## src/rtl/arrow_spawn_scheduler.sv

```systemverilog
// Round-robin spawn scheduler for the four arrow lanes: threshold-qualifies
// LFSR values on game ticks, applies per-lane cooldown, and offers one spawn at a time.
module arrow_spawn_scheduler #(
  parameter logic [12:0] THRESHOLD = 13'd512,
  parameter logic [7:0]  COOLDOWN  = 8'd8
) (
  input  logic        clk,
  input  logic        rst,
  input  logic        tick,
  input  logic        run,
  input  logic [12:0] d_rand,
  input  logic [12:0] u_rand,
  input  logic [12:0] l_rand,
  input  logic [12:0] r_rand,
  input  logic        spawn_ready,
  output logic        spawn_valid,
  output logic [1:0]  spawn_lane,
  output logic [3:0]  pending,
  output logic [15:0] spawn_count,
  output logic [7:0]  drop_count
);

  typedef enum logic {IDLE = 1'b0, OFFER = 1'b1} state_t;

  state_t      state_r, state_next_s;
  logic [1:0]  lane_r, rr_ptr_r;
  logic [3:0]  pending_r, pending_next_s, req_s, grant_s;
  logic [15:0] spawn_count_r;
  logic [7:0]  drop_count_r;
  logic [7:0]  cooldown_r [4];
  logic [12:0] rand_s [4];
  logic [2:0]  pick_s, drop_inc_s;
  logic        accept_s;

  // Returns {found, lane}: first pending lane at or after ptr, wrapping mod 4.
  function automatic logic [2:0] rr_pick(input logic [3:0] pend, input logic [1:0] ptr);
    logic [2:0] pick;
    logic [1:0] idx;
    pick = 3'b000;
    for (int k = 3; k >= 0; k--) begin
      idx = ptr + 2'(k);
      if (pend[idx]) pick = {1'b1, idx};
    end
    return pick;
  endfunction

  function automatic logic [7:0] sat_add8(input logic [7:0] a, input logic [2:0] inc);
    logic [8:0] sum;
    sum = {1'b0, a} + {6'b000000, inc};
    return sum[8] ? 8'hFF : sum[7:0];
  endfunction

  assign rand_s[0] = d_rand;
  assign rand_s[1] = u_rand;
  assign rand_s[2] = l_rand;
  assign rand_s[3] = r_rand;

  assign accept_s = (state_r == OFFER) && spawn_ready;
  assign grant_s  = accept_s ? (4'b0001 << lane_r) : 4'b0000;
  assign pick_s   = rr_pick(pending_r, rr_ptr_r);

  // Per-lane request qualification, pending update (incl. run=0 flush) and drop count.
  always_comb begin
    req_s          = 4'b0000;
    pending_next_s = pending_r;
    drop_inc_s     = 3'd0;
    for (int i = 0; i < 4; i++) begin
      // The granted lane's request is swallowed: its cooldown loads on this edge.
      req_s[i] = tick && run && (rand_s[i] < THRESHOLD) && (cooldown_r[i] == 8'd0) && !grant_s[i];
      if (!run) begin
        pending_next_s[i] = pending_r[i] && (state_r == OFFER) && (lane_r == 2'(i)) && !accept_s;
      end else if (grant_s[i]) begin
        pending_next_s[i] = 1'b0;
      end else if (req_s[i]) begin
        pending_next_s[i] = 1'b1;
      end else begin
        pending_next_s[i] = pending_r[i];
      end
      if (req_s[i] && pending_r[i]) begin
        drop_inc_s = drop_inc_s + 3'd1;
      end else begin
        drop_inc_s = drop_inc_s;
      end
    end
  end

  // FSM state register.
  always_ff @(posedge clk or posedge rst) begin
    if (rst) state_r <= IDLE;
    else     state_r <= state_next_s;
  end

  // FSM next-state logic; a new offer only starts while the game runs.
  always_comb begin
    state_next_s = state_r;
    case (state_r)
      IDLE:    state_next_s = (run && pick_s[2]) ? OFFER : IDLE;
      OFFER:   state_next_s = spawn_ready ? IDLE : OFFER;
      default: state_next_s = IDLE;
    endcase
  end

  // FSM output decode.
  always_comb begin
    spawn_valid = 1'b0;
    case (state_r)
      IDLE:    spawn_valid = 1'b0;
      OFFER:   spawn_valid = 1'b1;
      default: spawn_valid = 1'b0;
    endcase
  end

  // Datapath registers: offered lane, pending flags, rr pointer, cooldowns, statistics.
  always_ff @(posedge clk or posedge rst) begin
    if (rst) begin
      lane_r        <= 2'd0;
      rr_ptr_r      <= 2'd0;
      pending_r     <= 4'b0000;
      spawn_count_r <= 16'd0;
      drop_count_r  <= 8'd0;
      for (int i = 0; i < 4; i++) cooldown_r[i] <= 8'd0;
    end else begin
      pending_r    <= pending_next_s;
      drop_count_r <= sat_add8(drop_count_r, drop_inc_s);
      if ((state_r == IDLE) && (state_next_s == OFFER)) lane_r <= pick_s[1:0];
      if (accept_s) begin
        rr_ptr_r      <= lane_r + 2'd1;
        spawn_count_r <= spawn_count_r + 16'd1;
      end
      for (int i = 0; i < 4; i++) begin
        if (grant_s[i])                             cooldown_r[i] <= COOLDOWN;
        else if (tick && (cooldown_r[i] != 8'd0))   cooldown_r[i] <= cooldown_r[i] - 8'd1;
      end
    end
  end

  assign spawn_lane  = lane_r;
  assign pending     = pending_r;
  assign spawn_count = spawn_count_r;
  assign drop_count  = drop_count_r;

endmodule

```

## config.mk

```make
export PLATFORM = sky130hd
export DESIGN_NAME = arrow_spawn_scheduler
export DESIGN_NICKNAME = d
export VERILOG_FILES = /design/src/rtl/arrow_spawn_scheduler.sv
export SDC_FILE = /design/constraint.sdc
export NUM_CORES = 1
export LEC_CHECK = 0
export ABC_AREA = 1
export BUFFER_PORTS_ARGS = -buffer_cell sky130_fd_sc_hd__buf_2
export CAP_MARGIN = 40
export CORE_ASPECT_RATIO = 1.1
export CORE_MARGIN = 2
export CORE_UTILIZATION = 25
export CTS_BUF_LIST = sky130_fd_sc_hd__clkbuf_4
export DETAILED_ROUTE_END_ITERATION = 10
export GPL_TIMING_DRIVEN = 0
export MAX_ROUTING_LAYER = met4
export PLACE_DENSITY = 0.44
export SYNTH_ARGS = -nofsm -noshare
export SYNTH_HDL_FRONTEND = slang
export SYNTH_SLANG_ARGS = --single-unit
```

## constraint.sdc

```tcl
create_clock -name clk -period 3.2 [get_ports clk]
set_input_delay 0.64 -clock clk [delete_from_list [all_inputs] [get_ports clk]]
set_output_delay 0.64 -clock clk [all_outputs]
set_load 0.05 [all_outputs]
```

Word level (Yosys, flattened, before mapping)
Index checks and enable logic that the tools add are counted.
{"block": "classes", "n_addsub": 13, "magnitude_cmp": 8, "eq_ne": 7, "n_shift": 1, "n_mux": 42, "bitwise_logic": 1, "reduce_logical": 54}
{"operator": "$mux W8", "n": 9}
{"operator": "$lt A13 B10 Y1 const B", "n": 4}
{"operator": "$logic_and A1 B1 Y1", "n": 36}
{"operator": "$logic_not A8 Y1", "n": 4}
{"operator": "$reduce_bool A8 Y1", "n": 4}
{"operator": "$sub A8 B1 Y8 const B", "n": 4}
{"operator": "$mux W3", "n": 7}
{"operator": "$mux W1", "n": 19}
{"operator": "$add A16 B1 Y16 const B", "n": 1}
{"operator": "$lt A2 B3 Y1 const B", "n": 4}
{"operator": "$ne A3 B1 Y1 const B", "n": 4}
{"operator": "$add A3 B1 Y3 const B", "n": 3}
{"operator": "$add A8 B3 Y9", "n": 1}
{"operator": "$bmux W1 S2", "n": 4}
{"operator": "$reduce_bool A2 Y1", "n": 4}
{"operator": "$logic_not A1 Y1", "n": 5}
{"operator": "$add A2 B1 Y2 const B", "n": 2}
{"operator": "$add A2 B2 Y2 const B", "n": 2}
{"operator": "$eq A2 B2 Y1 const B", "n": 2}
{"operator": "$mux W4", "n": 1}
{"operator": "$pmux W1 S2", "n": 2}
{"operator": "$shl A1 B2 Y4 const A", "n": 1}
{"operator": "$eq A2 B1 Y1 const B", "n": 1}
{"operator": "$logic_not A2 Y1", "n": 1}
{"operator": "$not A1 Y1", "n": 1}
{"block": "totals", "ff_bits": 65, "inputBits": 57, "elab_cells": 139}

Depth between registers and ports, before layout
{"block": "logic_depth", "ltp_word": 14, "depth_mapped": 25, "depth_no_buf": 25}

Worst setup path before layout
No wires, ideal clock.
{"block": "synth_path", "path_type": "register to register", "start": "register lane_r[1], in the netlist spawn_lane[1]", "end": "register drop_count_r[2], in the netlist drop_count[2]", "arrival_ns": 3.456, "t_required_ns": 3.128, "setup_slack_ns": -0.328, "stages_incl_launch_ff": 19, "cell_sequence": "dfrtp_1 -> inv_1 -> ha_1 -> nand2_2 -> inv_1 -> nor3_1 -> ha_1 -> inv_1 -> nand2_1 -> nand2_1 -> inv_1 -> ha_1 -> o21ai_1 -> fa_1 -> o21ai_1 -> nand3_1 -> nor2_1 -> nand2_1 -> nand3b_1"}
{"block": "synth_via", "elab_chain_cells": 14}
{"element": "from (decl)", "line_no": "26", "rtl": "logic [1:0] lane_r, rr_ptr_r;"}
{"element": "from (signal assigned)", "line_no": "125", "rtl": "if ((state_r == IDLE) && (state_next_s == OFFER)) lane_r <= pick_s[1:0];"}
{"element": "$shl A1 B2 Y4 (*)", "line_no": "59", "rtl": "assign grant_s = accept_s ? (4'b0001 << lane_r) : 4'b0000;"}
{"element": "$mux W4 (*)", "line_no": "59"}
{"element": "$logic_not A1 Y1", "line_no": "69", "rtl": "req_s[i] = tick && run && (rand_s[i] < THRESHOLD) && (cooldown_r[i] == 8'd0) && !grant_s[i];"}
{"element": "$logic_and A1 B1 Y1", "line_no": "69"}
{"element": "$logic_and A1 B1 Y1", "line_no": "79", "rtl": "if (req_s[i] && pending_r[i]) begin"}
{"element": "$mux W1", "line_no": "79"}
{"element": "$add A3 B1 Y3", "line_no": "80", "rtl": "drop_inc_s = drop_inc_s + 3'd1;"}
{"element": "$mux W3", "line_no": "79"}
{"element": "$add A3 B1 Y3", "line_no": "80"}
{"element": "$mux W3", "line_no": "79"}
{"element": "$add A3 B1 Y3", "line_no": "80"}
{"element": "$mux W3 (*)", "line_no": "79"}
{"element": "$add A8 B3 Y9 (*)", "line_no": "49", "rtl": "sum = {1'b0, a} + {6'b000000, inc};"}
{"element": "$mux W8 (*)", "line_no": "50", "rtl": "return sum[8] ? 8'hFF : sum[7:0];"}
{"element": "to (signal assigned)", "line_no": "124", "rtl": "drop_count_r <= sat_add8(drop_count_r, drop_inc_s);"}
{"element": "to (decl)", "line_no": "29", "rtl": "logic [7:0] drop_count_r;"}
Mark *: on every way between the ends. The rest lies on a longest branch, timed or not.
A chain may end at the register's enable or synchronous reset.

Worst setup path after layout
{"block": "layout_path", "start": "register cooldown_r[25] in the netlist's numbering", "end": "register drop_count_r[6], in the netlist drop_count[6]"}
{"block": "layout_via", "elab_chain_cells": 13}
{"element": "from (decl)", "line_no": "30", "rtl": "logic [7:0] cooldown_r [4];"}
{"element": "from (signal, indexed assignment)", "line_no": "131", "rtl": "if (grant_s[i]) cooldown_r[i] <= COOLDOWN;"}
{"element": "$logic_not A8 Y1 (*)", "line_no": "69"}
{"element": "$logic_and A1 B1 Y1 (*) (2 in a row)", "line_no": "69"}
{"element": "$logic_and A1 B1 Y1 (*)", "line_no": "79"}
{"element": "$mux W1 (*)", "line_no": "79"}
{"element": "$add A3 B1 Y3", "line_no": "80"}
{"element": "$mux W3 (*)", "line_no": "79"}
{"element": "$add A3 B1 Y3", "line_no": "80"}
{"element": "$mux W3 (*)", "line_no": "79"}
{"element": "$add A3 B1 Y3", "line_no": "80"}
{"element": "$mux W3 (*)", "line_no": "79"}
{"element": "$add A8 B3 Y9 (*)", "line_no": "49"}
{"element": "$mux W8 (*)", "line_no": "50"}
Marked as above.

==> results_dict.tcl <==
set metrics [dict create \
    clk_pin_slew_worst_paths_ns 0.11 \
    drc 0 \
    yosys.area.top_type "dfrtp_1" \
    fin_cells 826 \
    worstSetupPathType "flip-flop to flip-flop" \
    synth-async-reset-ratio 1.00 \
    r2r_start "cooldown_r[25]" \
    die_w_um 125 \
    io_pins 88 \
    multi_input_comb_area_sq_um 2200 \
    fin_nets 699 \
    detail-route-antenna-nets 0 \
    vias_per_cell 4.56 \
    cts_tree "done" \
    fin_skew_ns 0.0149 \
    synth-main-ff-cell "dfrtp_1" \
    yosysMostFrequentCell "nand2_1" \
    numCtsBuffers 9 \
    fin_ws_ns -0.271 \
    synth_fp_nets 613 \
    slew_violations 0 \
    crit_end "drop_count[6]" \
    nFillCells 1693 \
    slew_headroom 0.700 \
    dr.pass1.iters 4 \
    yosysSeqAreaShare 0.402 \
    fmax_mhz 288 \
    port_buffers 51 \
    grt_max_degree 51 \
    regArea_sq_um 1630 \
    p_leak_nw 2.62 \
    synth-seq-cells 65 \
    min_period_ns 3.47 \
    reg2reg_slack_ns -0.27 \
    rsz0062_at_grt "true" \
    design.die.area_sq_um 17200 \
    num_rows 48 \
    setup_viol 8 \
    cp.arrival_ns 3.81 \
    finalHoldViolCount 0 \
    antenna_found_initial 0 \
    drive_above_1_share 0.240 \
    grt_pass1_wl_um 17600 \
    num_vias 3763 \
    required_ns 3.54 \
    cts_sinks 65 \
    finalCritPeriodShare 1.08 \
    drt-initial-drc-count 139 \
    synthTopCellsByCount "133 x nand2_1, 75 x inv_1, 65 x dfrtp_1, 58 x nand3_1, 34 x nor2_1" \
    drt-wirelength-per-cell_um 12.4 \
    synthDistinctLibCells 32 \
    status "complete, but fails checks" \
    final.setup.tns_ns -1.88 \
    root_buffer "clkbuf_4" \
    drt-total-wl_um 10200 \
    netlist_top_cells_area "dfrtp_1 40%, nand2_1 12%, nand3_1 7.2%" \
    r2r-end "drop_count[6]" \
    endpoint_kind "flip-flop" \
    placed_cells 787 \
    powerDensity_nw_per_um2 675 \
    antenna_cells 0 \
    grt_pass1_vias 3688 \
    violations "setup timing" \
    start_kind "flip-flop" \
    synth-warning-count 0 \
    start_util 0.256 \
    fin_hold_ws_ns 0.118 \
    cp-startpoint "cooldown_r[25]" \
    synth_top_area_frac 0.402 \
    place_congestion 0.861 \
    syn_area_sq_um 4050 \
    coreArea_sq_um 15800 \
    syn_inst 535 \
    die_h_um 137 \
    power_mw 3.36 \
    synth_area_per_cell_sq_um 7.57 \
    area_growth_pct 23.0 \
    worstPathMaxFanout 3 \
    synth_edf_count 0 \
    detailed_place_hpwl_um 7190 \
    cts_max_level 3 \
    postLayoutCoreUtil 0.316 \
    clkLatencyLatePin_ns 0.44 \
    ir_drop_v 0.000362 \
    hold_buffers 0 \
    grt_use_total 0.130 \
    max-cap-violations 0 \
    r2r_cells 21 \
    grt_remaining_overflow 0 \
    tightest_slew_ns 0.447 \
    hp-class "primary input to asynchronous set/reset pin" \
    clk_path_buf_depth 2 \
]
## power by group
group | leakage (nW) | switching (mW) | internal, mW | total (mW)
registers | 0.831 | 0.195 | 1.07 | 1.26
logic | 1.73 | 1.02 | 0.608 | 1.62
clock network | 0.0594 | 0.309 | 0.168 | 0.478
## final cells by class
type                       instances  share of cell area
sequential                        65               0.327
clock buffer                      11              0.0166
clock inverter                     5             0.00477
timing repair buffer              75              0.0921
inverter                          84              0.0643
buffer                             3             0.00301
tap                              200              0.0502
multi-input combinational        383               0.442
## worst max-delay path, stage by stage (launching register included)
cell and delay (ns):
dfrtp_1 0.41, inv_2 0.09, ha_4 0.13, inv_2 0.03, nor2_2 0.08, nand4_1 0.11
inv_1 0.08, nand4_1 0.17, nor3_2 0.24, ha_1 0.29, inv_1 0.08, nand2_1 0.07
nand2_1 0.09, inv_1 0.05, ha_2 0.32, o21ai_1 0.09, fa_2 0.39, o21ai_4 0.20
nand3_2 0.12, nor2_4 0.16, buf_6 0.11, o21ai_1 0.06
## repair_timing
item | 4_1_cts | 5_1_grt
buffers inserted | 25 | 3
hold endpoints to repair | 0 | 0
gates resized for setup | 25 | 5
pin swaps | 20 | 13
endpoints found under the setup margin | 8 | 14
cloned | 0 | 0
## kinds of logic (layout without fill, tap and decap cells)
logic type      Yosys count  in the layout  synth area share
buf+inv                  87            178            0.0822
flops                    65             65             0.402
fa+ha+maj                21             21            0.0667
simple gates            279            279             0.321
compound gates           58             58            0.0745
xor+xnor                 25             25            0.0541
## placed cells by master, fill, tap and decap left out, types with 11 or more instances in the layout
cell type	count
nand3_1	54
nand2_1	129
clkbuf_4	11
inv_2	13
o21ai_0	29
nand4_1	23
ha_1	15
dfrtp_1	62
nor2_1	32
inv_1	69
xor2_1	19
buf_2	54
o21ai_1	13
buf_4	22
## per-stage QoR
step | cell area (sq um) | worst slack (ns)
floorplan | 4070 | 0.0230
CTS | 5000 | -0.324
global route | 4980 | -0.570
finish | 4980 | -0.271
detailed placement | 4610 | -0.680
global placement | 4580 | -0.582
## worst min path at each step
stage                           endpoint  slack (ns)
after floorplan           cooldown_r[24]        0.44
after global placement    cooldown_r[24]        0.47
after detailed placement  cooldown_r[24]        0.47
after CTS                  drop_count[3]        0.08
after global routing       drop_count[3]        0.09
final                      drop_count[3]        0.12
## metal layers
metal / up-vias / routed length (um) / global-route usage
met5: - / 0 / -
met4: 0 / 247 / 0.0580
met3: 16 / 282 / 0.0264
met2: 44 / 4980 / 0.215
met1: 1797 / 4710 / 0.155
li1: 1906 / - / -
## flip-flops by register name, indices dropped and copies added (netlist names)
signal       flops
spawn_lane       2
drop_count       8
spawn_count     16
pending          4
rr_ptr_r         2
cooldown_r      32
state_r          1
Note: power is estimated with default switching activity, not from simulation.
